===== src/rtl/mem_access_unit_pkg.sv =====
// Shared constants and request-decode helpers for the load/store sequencer.
package mem_access_unit_pkg;

    localparam logic [1:0] SIZE_BYTE   = 2'b00;
    localparam logic [1:0] SIZE_HALF   = 2'b01;
    localparam logic [1:0] SIZE_WORD   = 2'b10;

    localparam logic [1:0] ERR_OK      = 2'b00;
    localparam logic [1:0] ERR_MISAL   = 2'b01;
    localparam logic [1:0] ERR_TIMEOUT = 2'b10;

    localparam logic [1:0] ST_IDLE     = 2'd0;
    localparam logic [1:0] ST_ACCESS   = 2'd1;
    localparam logic [1:0] ST_RESP     = 2'd2;

    function automatic logic is_misaligned(input logic [1:0] size, input logic [1:0] off);
        case (size)
            SIZE_BYTE: is_misaligned = 1'b0;
            SIZE_HALF: is_misaligned = off[0];
            SIZE_WORD: is_misaligned = (off != 2'b00);
            default:   is_misaligned = 1'b1;
        endcase
    endfunction

    function automatic logic [3:0] lane_enables(input logic [1:0] size, input logic [1:0] off);
        case (size)
            SIZE_BYTE: lane_enables = 4'b0001 << off;
            SIZE_HALF: lane_enables = off[1] ? 4'b1100 : 4'b0011;
            SIZE_WORD: lane_enables = 4'b1111;
            default:   lane_enables = 4'b0000;
        endcase
    endfunction

    function automatic logic [31:0] lane_wdata(input logic [1:0] size, input logic [31:0] d);
        case (size)
            SIZE_BYTE: lane_wdata = {4{d[7:0]}};
            SIZE_HALF: lane_wdata = {2{d[15:0]}};
            default:   lane_wdata = d;
        endcase
    endfunction

endpackage


===== src/rtl/mem_access_unit_if.sv =====
// Request, memory and response signals of the load/store sequencer.
interface mem_access_unit_if;

    logic        ReqValid;
    logic        ReqReady;
    logic        ReqWrite;
    logic [1:0]  ReqSize;
    logic        ReqSigned;
    logic [31:0] ReqAddr;
    logic [31:0] ReqWData;

    logic        MemEn;
    logic        MemWe;
    logic [3:0]  MemByteEn;
    logic [31:0] MemAddr;
    logic [31:0] MemWData;
    logic [31:0] MemRData;
    logic        MemAck;

    logic        RespValid;
    logic [31:0] RespData;
    logic [1:0]  RespErr;

    modport slave (
        input  ReqValid, ReqWrite, ReqSize, ReqSigned, ReqAddr, ReqWData, MemRData, MemAck,
        output ReqReady, MemEn, MemWe, MemByteEn, MemAddr, MemWData, RespValid, RespData, RespErr
    );

    modport master (
        output ReqValid, ReqWrite, ReqSize, ReqSigned, ReqAddr, ReqWData, MemRData, MemAck,
        input  ReqReady, MemEn, MemWe, MemByteEn, MemAddr, MemWData, RespValid, RespData, RespErr
    );

endinterface


===== src/rtl/mem_access_unit_load_lane_extend.sv =====
// Selects the addressed byte/half lane of a read word and sign- or zero-extends it.
module load_lane_extend
    import mem_access_unit_pkg::*;
(
    input  logic [31:0] rdata,
    input  logic [1:0]  offset,
    input  logic [1:0]  size,
    input  logic        sign_ext,
    output logic [31:0] data
);

    logic [31:0] shifted;

    always_comb begin
        shifted = rdata >> {offset, 3'b000};
        case (size)
            SIZE_BYTE: data = {{24{sign_ext & shifted[7]}}, shifted[7:0]};
            SIZE_HALF: data = {{16{sign_ext & shifted[15]}}, shifted[15:0]};
            SIZE_WORD: data = shifted;
            default:   data = '0;
        endcase
    end

endmodule


===== src/rtl/mem_access_unit.sv =====
// Load/store sequencer: one request at a time, word-aligned memory access with
// byte-lane enables, registered extended load response.
module mem_access_unit
    import mem_access_unit_pkg::*;
#(
    parameter int unsigned TIMEOUT = 16,
    parameter int unsigned CNT_W   = 5
) (
    input logic               Clk,
    input logic               Reset,
    mem_access_unit_if.slave  bus
);

    logic [1:0]       state;
    logic [CNT_W-1:0] cnt;
    logic [1:0]       off_q;
    logic [1:0]       size_q;
    logic             signed_q;
    logic             write_q;
    logic             err_q;
    logic [31:0]      ext_data;

    // Extended directly from the acked read word so RespData is a plain register.
    load_lane_extend u_extend (
        .rdata    (bus.MemRData),
        .offset   (off_q),
        .size     (size_q),
        .sign_ext (signed_q),
        .data     (ext_data)
    );

    always_ff @(posedge Clk) begin
        if (!Reset) begin
            state         <= ST_IDLE;
            cnt           <= '0;
            off_q         <= '0;
            size_q        <= '0;
            signed_q      <= 1'b0;
            write_q       <= 1'b0;
            err_q         <= 1'b0;
            bus.ReqReady  <= 1'b1;
            bus.MemEn     <= 1'b0;
            bus.MemWe     <= 1'b0;
            bus.MemByteEn <= '0;
            bus.MemAddr   <= '0;
            bus.MemWData  <= '0;
            bus.RespValid <= 1'b0;
            bus.RespData  <= '0;
            bus.RespErr   <= ERR_OK;
        end else begin
            bus.RespValid <= 1'b0;
            case (state)
                ST_IDLE: begin
                    if (bus.ReqValid) begin
                        off_q        <= bus.ReqAddr[1:0];
                        size_q       <= bus.ReqSize;
                        signed_q     <= bus.ReqSigned;
                        write_q      <= bus.ReqWrite;
                        cnt          <= '0;
                        state        <= ST_ACCESS;
                        bus.ReqReady <= 1'b0;
                        // A misaligned request idles one cycle in ACCESS with MemEn low so
                        // its response lands at the same 2-cycle latency as a first-cycle ack.
                        if (is_misaligned(bus.ReqSize, bus.ReqAddr[1:0])) begin
                            err_q <= 1'b1;
                        end else begin
                            err_q         <= 1'b0;
                            bus.MemEn     <= 1'b1;
                            bus.MemWe     <= bus.ReqWrite;
                            bus.MemByteEn <= lane_enables(bus.ReqSize, bus.ReqAddr[1:0]);
                            bus.MemAddr   <= {bus.ReqAddr[31:2], 2'b00};
                            bus.MemWData  <= lane_wdata(bus.ReqSize, bus.ReqWData);
                        end
                    end
                end
                ST_ACCESS: begin
                    if (err_q || bus.MemAck || (cnt == CNT_W'(TIMEOUT - 1))) begin
                        state         <= ST_RESP;
                        bus.RespValid <= 1'b1;
                        bus.MemEn     <= 1'b0;
                        bus.MemWe     <= 1'b0;
                        bus.MemByteEn <= '0;
                        bus.MemAddr   <= '0;
                        bus.MemWData  <= '0;
                        if (err_q) begin
                            bus.RespErr  <= ERR_MISAL;
                            bus.RespData <= '0;
                        end else if (bus.MemAck) begin
                            bus.RespErr  <= ERR_OK;
                            bus.RespData <= write_q ? '0 : ext_data;
                        end else begin
                            bus.RespErr  <= ERR_TIMEOUT;
                            bus.RespData <= '0;
                        end
                    end else begin
                        cnt <= cnt + 1'b1;
                    end
                end
                ST_RESP: begin
                    state        <= ST_IDLE;
                    bus.ReqReady <= 1'b1;
                    bus.RespData <= '0;
                    bus.RespErr  <= ERR_OK;
                end
                default: begin
                    state        <= ST_IDLE;
                    bus.ReqReady <= 1'b1;
                end
            endcase
        end
    end

endmodule

===== src/flat_wrapper.sv =====
// flat-port wrapper written by rule: the top's interface ports become plain ports
module mem_access_unit_flat import mem_access_unit_pkg::*;
#(
    parameter int unsigned TIMEOUT = 16,
    parameter int unsigned CNT_W   = 5
)
  (Clk, Reset, bus_ReqValid, bus_ReqWrite, bus_ReqSize, bus_ReqSigned, bus_ReqAddr, bus_ReqWData, bus_MemRData, bus_MemAck, bus_ReqReady, bus_MemEn, bus_MemWe, bus_MemByteEn, bus_MemAddr, bus_MemWData, bus_RespValid, bus_RespData, bus_RespErr);
  mem_access_unit_if bus_i ();
  input logic Clk;
  input logic Reset;
  input wire logic [$bits(bus_i.ReqValid)-1:0] bus_ReqValid;
  input wire logic [$bits(bus_i.ReqWrite)-1:0] bus_ReqWrite;
  input wire logic [$bits(bus_i.ReqSize)-1:0] bus_ReqSize;
  input wire logic [$bits(bus_i.ReqSigned)-1:0] bus_ReqSigned;
  input wire logic [$bits(bus_i.ReqAddr)-1:0] bus_ReqAddr;
  input wire logic [$bits(bus_i.ReqWData)-1:0] bus_ReqWData;
  input wire logic [$bits(bus_i.MemRData)-1:0] bus_MemRData;
  input wire logic [$bits(bus_i.MemAck)-1:0] bus_MemAck;
  output wire logic [$bits(bus_i.ReqReady)-1:0] bus_ReqReady;
  output wire logic [$bits(bus_i.MemEn)-1:0] bus_MemEn;
  output wire logic [$bits(bus_i.MemWe)-1:0] bus_MemWe;
  output wire logic [$bits(bus_i.MemByteEn)-1:0] bus_MemByteEn;
  output wire logic [$bits(bus_i.MemAddr)-1:0] bus_MemAddr;
  output wire logic [$bits(bus_i.MemWData)-1:0] bus_MemWData;
  output wire logic [$bits(bus_i.RespValid)-1:0] bus_RespValid;
  output wire logic [$bits(bus_i.RespData)-1:0] bus_RespData;
  output wire logic [$bits(bus_i.RespErr)-1:0] bus_RespErr;
  assign bus_i.ReqValid = bus_ReqValid;
  assign bus_i.ReqWrite = bus_ReqWrite;
  assign bus_i.ReqSize = bus_ReqSize;
  assign bus_i.ReqSigned = bus_ReqSigned;
  assign bus_i.ReqAddr = bus_ReqAddr;
  assign bus_i.ReqWData = bus_ReqWData;
  assign bus_i.MemRData = bus_MemRData;
  assign bus_i.MemAck = bus_MemAck;
  assign bus_ReqReady = bus_i.ReqReady;
  assign bus_MemEn = bus_i.MemEn;
  assign bus_MemWe = bus_i.MemWe;
  assign bus_MemByteEn = bus_i.MemByteEn;
  assign bus_MemAddr = bus_i.MemAddr;
  assign bus_MemWData = bus_i.MemWData;
  assign bus_RespValid = bus_i.RespValid;
  assign bus_RespData = bus_i.RespData;
  assign bus_RespErr = bus_i.RespErr;
  mem_access_unit #(.TIMEOUT(TIMEOUT), .CNT_W(CNT_W)) u_core (.Clk(Clk), .Reset(Reset), .bus(bus_i));
endmodule

===== config.mk =====
export PLATFORM = sky130hd
export DESIGN_NAME = mem_access_unit_flat
export DESIGN_NICKNAME = d
export VERILOG_FILES = /design/src/rtl/mem_access_unit_pkg.sv /design/src/rtl/mem_access_unit_if.sv /design/src/rtl/mem_access_unit_load_lane_extend.sv /design/src/rtl/mem_access_unit.sv /design/src/flat_wrapper.sv
export SDC_FILE = /design/constraint.sdc
export NUM_CORES = 1
export LEC_CHECK = 0
export CAP_MARGIN = 20
export CORE_ASPECT_RATIO = 0.6
export CORE_MARGIN = 2
export CORE_UTILIZATION = 63
export DETAILED_ROUTE_END_ITERATION = 10
export DONT_BUFFER_PORTS = 1
export GPL_TIMING_DRIVEN = 0
export PLACE_DENSITY = 0.87
export SLEW_MARGIN = 20
export SYNTH_ARGS = -nofsm -noshare
export SYNTH_HDL_FRONTEND = slang
export SYNTH_SLANG_ARGS = --single-unit

===== constraint.sdc =====
create_clock -name Clk -period 2.4 [get_ports Clk]
set_input_delay 0.36 -clock Clk [delete_from_list [all_inputs] [get_ports Clk]]
set_output_delay 0.36 -clock Clk [all_outputs]
set_load 0.005 [all_outputs]

==> results.cfg, run 1 <==
[run_status]
status = complete, no violations

[synthesis]
syn_inst = 466
ys_ff_latch = 118
synthArstFlopShare_pct = 0
ys.flop_type = dfxtp_1
syn_area_sq_um = 5060
yosysWarnings = 0
synth-edff-count = 0
synth_cell_type_count = 47
syn_avg_cell_area_sq_um = 10.9
ys_seq_area_share_pct = 46.7

[drt]
drt-initial-drc-count = 439
drt_first_pass_iters = 8
drt_wl_total_mm = 14.3
postRouteAntennaNets = 0
routedWlPerCell_um = 23.5
num_vias = 4063
route.detailed.drc = 0
viasPerCell = 6.69

[clock_network]
cts_buffer_depth = 2
cts_root_buffer = clkbuf_16
cts_tree = built
clk_pin_slew_ns = 0.06
cts_buffers = 17
htreeDepth = 4
clock_sinks = 118
hold_buffers = 0
clkLatencyLatePin_ns = 0.41

[placed_design]
routabilityCongestion = 0.861
dp_slack_ns = -0.0515
portBuffers = 0
dp_hpwl_mm = 10.2
dpl_cell_area_sq_um = 5200

[finish]
drive_gt1_share_pct = 18.4
fin_util_pct = 74.7
nNetsFinal = 592
diodes = 0
final_area_sq_um = 5840
syn2layout_area_growth_pct = 15.5

[timing]
drv_slew = 0
fmaxAchievable_mhz = 424
worst_pin_slew_ns = 0.738
final.setup.tns_ns = 0
fin_crit_sh_pct = 98.3
relSlewSlack_pct = 50.8
fin_crit_ns = 2.36
final_hold_viol_count = 0
setup_viol = 0
fin_worst_skew_ns = 0.00800
fin_ws_ns = 0.0408

[power]
p_per_area_nw_per_um2 = 901
power_uw = 5260
p_leak_uw = 0.00222
vdd_drop_max_uv = 587

[grt]
grt_pass1_wl_mm = 21.2
grt_pass1_vias = 3944
grt-ovfl-total = 0
grt_max_degree = 17
track_usage_pct = 31.6
grt_antenna_before_repair = 0

[floorplanning]
core_area_sq_um = 7820
die_height_um = 73.4
design.die.area_sq_um = 8790
start_util_pct = 64.7
die_w_um = 120
std_cell_rows = 25
ios = 210

[run]
max_cap_violations = 0

[critical_path]
r2r_start = u_core.cnt[0]$_SDFFE_PN0P_
critPathLaunchType = flop
timing.rr.end = u_core.bus.RespData[29]$_SDFFE_PN0P_
critical_path_class = reg2reg
crit_arrival_ns = 2.66
crit_fanout = 10
r2r_cells = 9
rrSetupSlack_ns = 0.04
critPathCaptureType = flop
cp.required_ns = 2.70

[min_path]
hold_class = in2reg
hp-start = bus_ReqWData[4]
whs_endpoint = u_core.bus.MemWData[4]$_SDFFE_PN0P_
min_path_cells = 1
## logic make-up (layout without fill, tap and decap cells)
logic type / count (synthesis) / in the layout / synth area share (%)
compound gates: 153 / 153 / 23.9
buf+inv: 50 / 82 / 5.44
xor+xnor: 3 / 3 / 0.520
fa+ha+maj: 2 / 2 / 0.495
mux: 50 / 50 / 12.1
flops: 118 / 118 / 46.7
other cells: 1 / 2 / 0.0741
simple gates: 89 / 89 / 10.8
## flip-flops by register name, indices dropped and copies added, names as in the netlist
| name | count |
|---|---|
| u_core.bus.RespData | 32 |
| u_core.signed_q | 1 |
| u_core.bus.MemAddr | 30 |
| u_core.bus.MemWe | 1 |
| u_core.bus.MemByteEn | 4 |
| u_core.off_q | 2 |
| u_core.err_q | 1 |
| u_core.cnt | 5 |
| u_core.write_q | 1 |
| u_core.bus.RespValid | 1 |
| u_core.bus.ReqReady | 1 |
| u_core.state | 2 |
| u_core.bus.MemEn | 1 |
| u_core.size_q | 2 |
| u_core.bus.RespErr | 2 |
| u_core.bus.MemWData | 32 |
## cell usage in the layout, fill, tap and decap left out, types with 16 or more instances in the layout
cell and n:
a21oi_1 19, a221o_1 16, a22o_1 49, clkbuf_16 17
dfxtp_1 118, mux2i_1 32, nand2_1 24, nor2b_1 16
o21ai_0 18, o2bb2ai_1 25
## where the power goes
part	internal [uW]	leakage (uW)	switching, uW	total (uW)
Clock	1680	0.000288	923	2610
Sequential	2060	0.000961	89.6	2150
Combinational	222	0.000974	280	502
## what timing repair did
| action | CTS | global route |
|---|---|---|
| endpoints found under the setup margin | 39 | 66 |
| endpoints found under the hold margin | 0 | 0 |
| resized for setup | 1 | 9 |
| cloned | 0 | 0 |
| setup buffers | 0 | 0 |
## per-layer routing
layer  share of wire, %  global-route usage [%]  vias to the layer above
met5                  0                       0                        -
met4                1.6                    10.8                        0
met3                 11                    11.7                       28
met2                 46                    49.4                      249
met1                 41                    40.9                     1973
li1                   -                       -                     1813
## final cells by class
class	count	area (sq um)
Sequential cell	118	2360
Tap cell	108	135
Clock buffer	20	457
Clock inverter	12	153
Fill cell	535	1980
Multi-Input combinational cell	299	2460
Inverter	6	22.5
Buffer	44	258
## synth_stat cells (10+ instances only)
cell / count / share of area (%)
a221o_1: 16 / 3.2
mux2i_1: 32 / 6.3
nor2b_1: 16 / 2.0
o2bb2ai_1: 25 / 4.3
dfxtp_1: 118 / 47
clkbuf_1: 13 / 0.96
mux2_2: 10 / 2.2
a22o_1: 49 / 8.5
o21ai_0: 19 / 1.9
a21oi_1: 19 / 1.9
buf_2: 16 / 1.6
nand2_1: 24 / 1.8
## per-stage QoR
step | hold slack, ns | cells
floorplan | 0.444 | 467
global placement | 0.454 | 575
detailed placement | 0.473 | 575
CTS | 0.0731 | 607
global route | 0.0744 | 607
finish | 0.0751 | 607
## how the worst max path moves through the flow
stage / start / depth (start not counted) / end / slack, ns
global route: u_core.cnt[0]$_SDFFE_PN0P_ / 9 / u_core.bus.RespData[26]$_SDFFE_PN0P_ / -0.003
global placement: u_core.cnt[0]$_SDFFE_PN0P_ / 9 / u_core.bus.MemWData[22]$_SDFFE_PN0P_ / 0.03
detailed placement: u_core.cnt[0]$_SDFFE_PN0P_ / 9 / u_core.bus.MemWData[23]$_SDFFE_PN0P_ / -0.05
floorplan: u_core.cnt[0]$_SDFFE_PN0P_ / 9 / u_core.bus.MemByteEn[0]$_SDFFE_PN0P_ / 0.31
CTS: u_core.cnt[0]$_SDFFE_PN0P_ / 9 / u_core.bus.RespData[29]$_SDFFE_PN0P_ / 0.04
finish: u_core.cnt[0]$_SDFFE_PN0P_ / 9 / u_core.bus.RespData[29]$_SDFFE_PN0P_ / 0.04
## critical path, cell delays in order (launching register included)
cell and delay [ns]:
dfxtp_1 0.38, ha_1 0.21, and3_4 0.22, ha_4 0.17
o31ai_4 0.07, mux2_2 0.29, and2_1 0.16, clkbuf_1 0.17
buf_4 0.21, a221o_1 0.36
No activity file was read; power rests on OpenSTA's default activity.
==> inputs of run 2 (changes only) <==
--- a/config.mk
+++ b/config.mk
@@ -16,4 +16,5 @@
 export SLEW_MARGIN = 20
 export SYNTH_ARGS = -nofsm -noshare
 export SYNTH_HDL_FRONTEND = slang
+export SYNTH_HIERARCHICAL = 1
 export SYNTH_SLANG_ARGS = --single-unit
==> run 2 against run 1 <==
Effect of this change:
- power fell by 0.84%
- combinational power rose by 18%
- non-clock buffer count rose by 19
- die area rose by 9.0%
- critical endpoint is now u_core/bus.MemAddr[29]$_SDFFE_PN0P_
- largest power group unchanged
- highest routed layer unchanged
==> results.cfg, run 2 <==
[run_status]
status = complete, no violations

[timing]
fin_worst_skew_ns = 0.00897
worst_pin_slew_ns = 0.710
rsz0062_at_grt = no
final_hold_viol_count = 0
final.setup.tns_ns = 0
relSlewSlack_pct = 52.7
fin_crit_sh_pct = 93.2
drv_slew = 0
fmaxAchievable_mhz = 447
fin_crit_ns = 2.24
setup_viol = 0

[synthesis]
synth_top_area_share_pct = 42.7
synth-edff-count = 0
syn_inst = 620
yosysTopAreaCell = dfxtp_1
yosys-top-cells-count = dfxtp_1, nand2_1, o21ai_1
syn_area_sq_um = 5530
synth.most_common_cell = dfxtp_1
ys_seq_area_share_pct = 42.7
yosysWarnings = 6
ys_ff_latch = 118
syn_avg_cell_area_sq_um = 8.92
ys.flop_type = dfxtp_1
synth_cell_type_count = 49
synth_area_leaders = dfxtp_1, mux2i_1, nand2_1
synthArstFlopShare_pct = 0

[finish]
seq_area_sq_um = 2360
multiInputGateArea_sq_um = 2760
final_common_cell = dfxtp_1
syn2layout_area_growth_pct = 13.3
drive_gt1_share_pct = 14.5
layout_common_cells = dfxtp_1, nand2_1, o21ai_1
fin_util_pct = 73.5
diodes = 0
reg_top3 = u_core/bus.MemWData x32, u_core/bus.RespData x32, u_core/bus.MemAddr x30
final_area_sq_um = 6270
fillers = 595
nNetsFinal = 746

[floorplanning]
die_height_um = 76.6
start_util_pct = 64.9
core_area_sq_um = 8520
design.die.area_sq_um = 9570
ios = 210
die_w_um = 125
std_cell_rows = 26

[placed_design]
portBuffers = 0
dp_hpwl_mm = 12.4
routabilityCongestion = 0.985
dpl_cell_area_sq_um = 5680

[clock_network]
cts_root_buffer = clkbuf_16
hold_buffers = 0
htreeDepth = 4
clock_sinks = 118
clkLatencyLatePin_ns = 0.41
cts_buffers = 17
cts_buffer_depth = 2
ctsResizeCount = 0
clk_pin_slew_ns = 0.06
post_cts_buffers = 0
cts_tree = built

[grt]
busiest_layer = met2
grt_util_met2_pct = 50.0
grt_antenna_before_repair = 0
met3_usage_pct = 10.9
grt-ovfl-total = 0
grt_pass1_wl_mm = 26.0
grt_max_degree = 17
grt_pass1_vias = 4866
track_usage_pct = 34.2
use_met1_pct = 47.0

[critical_path]
crit_fanout = 10
critical_path_class = reg2reg
cp.required_ns = 2.72
critPathCaptureType = flop
crit_arrival_ns = 2.56
r2r_cells = 9
critPathLaunchType = flop

[drt]
drt_wl_total_mm = 16.8
num_vias = 5096
postRouteAntennaNets = 0
drt_first_pass_iters = 5
route.detailed.drc = 0
drt-initial-drc-count = 653
viasPerCell = 6.66
routedWlPerCell_um = 22.0

[min_path]
hold_class = in2reg
min_path_cells = 2

[power]
p_leak_uw = 0.00241
power_uw = 5220
vdd_drop_max_uv = 521
p_per_area_nw_per_um2 = 833

[run]
max_cap_violations = 0
## run 2: cell types whose count changed after synthesis, sizes merged, moves of 14 or more
| cell | before | now |
|---|---|---|
| nor2 | 8 | 22 |
| o2bb2ai | 25 | 0 |
| nand2 | 24 | 79 |
| a22o | 49 | 32 |
| nand4 | 1 | 39 |
| o21ai | 20 | 60 |
| nand3 | 7 | 35 |
| o31ai | 1 | 34 |
| a221o | 16 | 0 |
| a211oi | 0 | 15 |
## run 2: area by class of cell
cell class	instances	area share, %
multi-input cells	431	44.0
clock inverters	14	2.42
well taps	112	2.24
flip-flops and latches	118	37.7
inverters	9	0.539
clock buffers	18	7.01
plain buffers	63	6.07
## run 2: report_power, final
part,switching (uW),internal (uW)
clock network,946,1560
logic,380,212
registers,72.7,2040
total,1400,3820
## run 2: kinds of logic after synthesis
group | share of synthesized area (%)
AOI/OAI and AO/OA | 21.9
DFF | 42.7
adders and majority gates | 0.452
and+or+nand+nor | 18.9
other | 0.0678
xor gates and xnor gates | 0.633
buffers and inverters | 7.49
muxes | 7.85
## run 2: metal layers
layer  part of all wire (%)  vias to the layer above
met1                     42                     2386
met5                      0                        -
met2                     43                      349
met4                    2.4                        0
met3                     13                       49
li1                       -                     2312
## run 2: final timing paths
| check | startpoint | endpoint | slack (ns) |
|---|---|---|---|
| hold reg to reg | u_core/size_q[0]$_SDFFE_PN0P_ | u_core/size_q[0]$_SDFFE_PN0P_ | 0.46 |
| hold / removal | bus_ReqAddr[5] | u_core/bus.MemAddr[5]$_SDFFE_PN0P_ | 0.08 |
| setup reg to reg | u_core/cnt[0]$_SDFFE_PN0P_ | u_core/bus.MemAddr[29]$_SDFFE_PN0P_ | 0.16 |
| setup / recovery | u_core/cnt[0]$_SDFFE_PN0P_ | u_core/bus.MemAddr[29]$_SDFFE_PN0P_ | 0.16 |
## run 2: through the flow
step / setup WS [ns] / hold slack (ns) / instances
2_1_floorplan: 0.600 / 0.433 / 621
3_3_place_gp: 0.327 / 0.448 / 733
3_5_place_dp: 0.251 / 0.451 / 733
4_1_cts: 0.248 / 0.0670 / 765
5_1_grt: 0.0444 / 0.0727 / 765
6_report: 0.162 / 0.0794 / 765
## run 2: worst max-delay path, stage by stage (launching register included)
cell and delay (ns):
dfxtp_1 0.34, ha_1 0.22, and3_1 0.18, ha_1 0.19, nor3_2 0.28, nand2b_1 0.16, buf_2 0.21, buf_2 0.27
nand4_1 0.15, o21ai_1 0.16
==> inputs of run 3 (changes only) <==
--- a/config.mk
+++ b/config.mk
@@ -7,12 +7,11 @@
 export LEC_CHECK = 0
 export CAP_MARGIN = 20
 export CORE_ASPECT_RATIO = 0.6
-export CORE_MARGIN = 2
 export CORE_UTILIZATION = 63
 export DETAILED_ROUTE_END_ITERATION = 10
 export DONT_BUFFER_PORTS = 1
 export GPL_TIMING_DRIVEN = 0
-export PLACE_DENSITY = 0.87
+export PLACE_DENSITY = 0.8
 export SLEW_MARGIN = 20
 export SYNTH_ARGS = -nofsm -noshare
 export SYNTH_HDL_FRONTEND = slang
==> run 3 against run 2 <==
Effect of this change:
- global-route usage is 0.79 points higher
- highest routed layer unchanged
- largest power group unchanged
- non-clock buffer count stayed put
- clock power is 9.6% higher
- worst setup slack better by 0.049 ns
==> results.cfg, run 3 (synthesized netlist as in run 2, its figures left out) <==
[floorplanning]
start_util_pct = 64.9
ios = 210
std_cell_rows = 26
die_w_um = 123
design.die.area_sq_um = 9170
die_height_um = 74.6
core_area_sq_um = 8520

[drt]
route.detailed.drc = 0
drt_wl_total_mm = 16.2
drt-initial-drc-count = 485
drt_first_pass_iters = 5
postRouteAntennaNets = 0
routedWlPerCell_um = 21.2
viasPerCell = 6.64
num_vias = 5079

[critical_path]
max_stage_delay_ns = 0.34
crit_fanout = 10
critPathLaunchType = flop
critical_path_class = reg2reg
path_buf_inv = 2
crit_arrival_ns = 2.53
critical_path.top_delay_family = simple AND/OR/NAND/NOR gates
slowest_stage = dfxtp_1
critPathCaptureType = flop
crit_path_cell_trace = ha_1, and3_1, ha_1, nor3_2, nand2b_1, buf_2, buf_2, nand4_1, o21ai_1
cp.required_ns = 2.74

[run_status]
status = complete, no violations

[finish]
final_common_cell = dfxtp_1
fin_util_pct = 74.2
nNetsFinal = 746
drive_gt1_share_pct = 14.5
syn2layout_area_growth_pct = 14.4
layout_common_cells = dfxtp_1, nand2_1, o21ai_1
reg_top3 = u_core/bus.MemWData x32, u_core/bus.RespData x32, u_core/bus.MemAddr x30
diodes = 0
fin_cells = 765

[clock_network]
cts_buffer_depth = 2
htreeDepth = 4
post_cts_buffers = 0
clk_pin_slew_ns = 0.06
clkLatencyLatePin_ns = 0.41
ctsResizeCount = 0
hold_buffers = 0
clock_sinks = 118
cts_buffers = 17
cts_tree = built
cts_root_buffer = clkbuf_16

[grt]
grt-ovfl-total = 0
grt_antenna_before_repair = 0
grt_max_degree = 17
grt_pass1_vias = 4525
grt_pass1_wl_mm = 23.9
track_usage_pct = 35.0

[timing]
drv_slew = 0
fmaxAchievable_mhz = 457
rsz0062_at_grt = no
fin_crit_sh_pct = 91.2
fin_worst_skew_ns = 0.00659
fin_crit_ns = 2.19
worst_pin_slew_ns = 0.686
final.setup.tns_ns = 0
fin_ws_ns = 0.212
setup_viol = 0
final_hold_viol_count = 0
relSlewSlack_pct = 54.3

[placed_design]
dp_hpwl_mm = 12.0
place_inst = 733
routabilityCongestion = 0.940
dp_slack_ns = 0.233
portBuffers = 0

[power]
p_leak_uw = 0.00244
p_per_area_nw_per_um2 = 862
vdd_drop_max_uv = 610

[min_path]
hold_class = in2reg

[run]
max_cap_violations = 0
-- run 3: where the power goes --
group	switching (uW)	internal [uW]	total, uW	leakage (uW)
registers	71.6	2050	2120	0.000959
clock network	901	1850	2750	0.000312
logic	376	212	588	0.00117
total	1350	4110	5450	0.00244
-- run 3: final timing paths --
path / from / endpoint / slack [ns] / depth (start not counted)
worst max-delay path: u_core/cnt[0]$_SDFFE_PN0P_ / u_core/bus.MemAddr[26]$_SDFFE_PN0P_ / 0.21 / 9
worst min-delay path: bus_ReqAddr[25] / u_core/bus.MemAddr[25]$_SDFFE_PN0P_ / 0.08 / 2
worst max register to register: u_core/cnt[0]$_SDFFE_PN0P_ / u_core/bus.MemAddr[26]$_SDFFE_PN0P_ / 0.21 / 9
worst min register to register: u_core/signed_q$_SDFFE_PN0P_ / u_core/signed_q$_SDFFE_PN0P_ / 0.47 / 2
-- run 3: area by class of cell --
class | count | area [sq um]
multi-input cells | 431 | 2760
flip-flops and latches | 118 | 2360
fillers | 629 | 2200
clock buffers | 21 | 480
plain buffers | 63 | 380
clock inverters | 11 | 170
well taps | 112 | 140
inverters | 9 | 33.8
-- run 3: through the flow --
stage | total power [uW] | hold WS, ns | instance area [sq um]
after floorplan | 2580 | 0.433 | 5540
after global placement | 2700 | 0.449 | 5680
after detailed placement | 2720 | 0.459 | 5680
after CTS | 5470 | 0.0657 | 6330
after global routing | 5640 | 0.0711 | 6330
final | 5450 | 0.0782 | 6330
-- run 3: routing by layer --
metal	vias up	part of all wire (%)	GRT usage, %	wire (um)
met5	-	0	0	0
met4	0	2.2	14.5	350
met3	44	13	12.4	2130
met2	368	42	49.6	6800
met1	2353	43	48.3	6920
li1	2314	-	-	-
-- run 3: worst reg2reg max path, cell delays in order (launching register included) --
cell,delay (ns)
dfxtp_1,0.34
ha_1,0.21
and3_1,0.18
ha_1,0.19
nor3_2,0.29
nand2b_1,0.16
buf_2,0.21
buf_2,0.28
nand4_1,0.14
o21ai_1,0.12
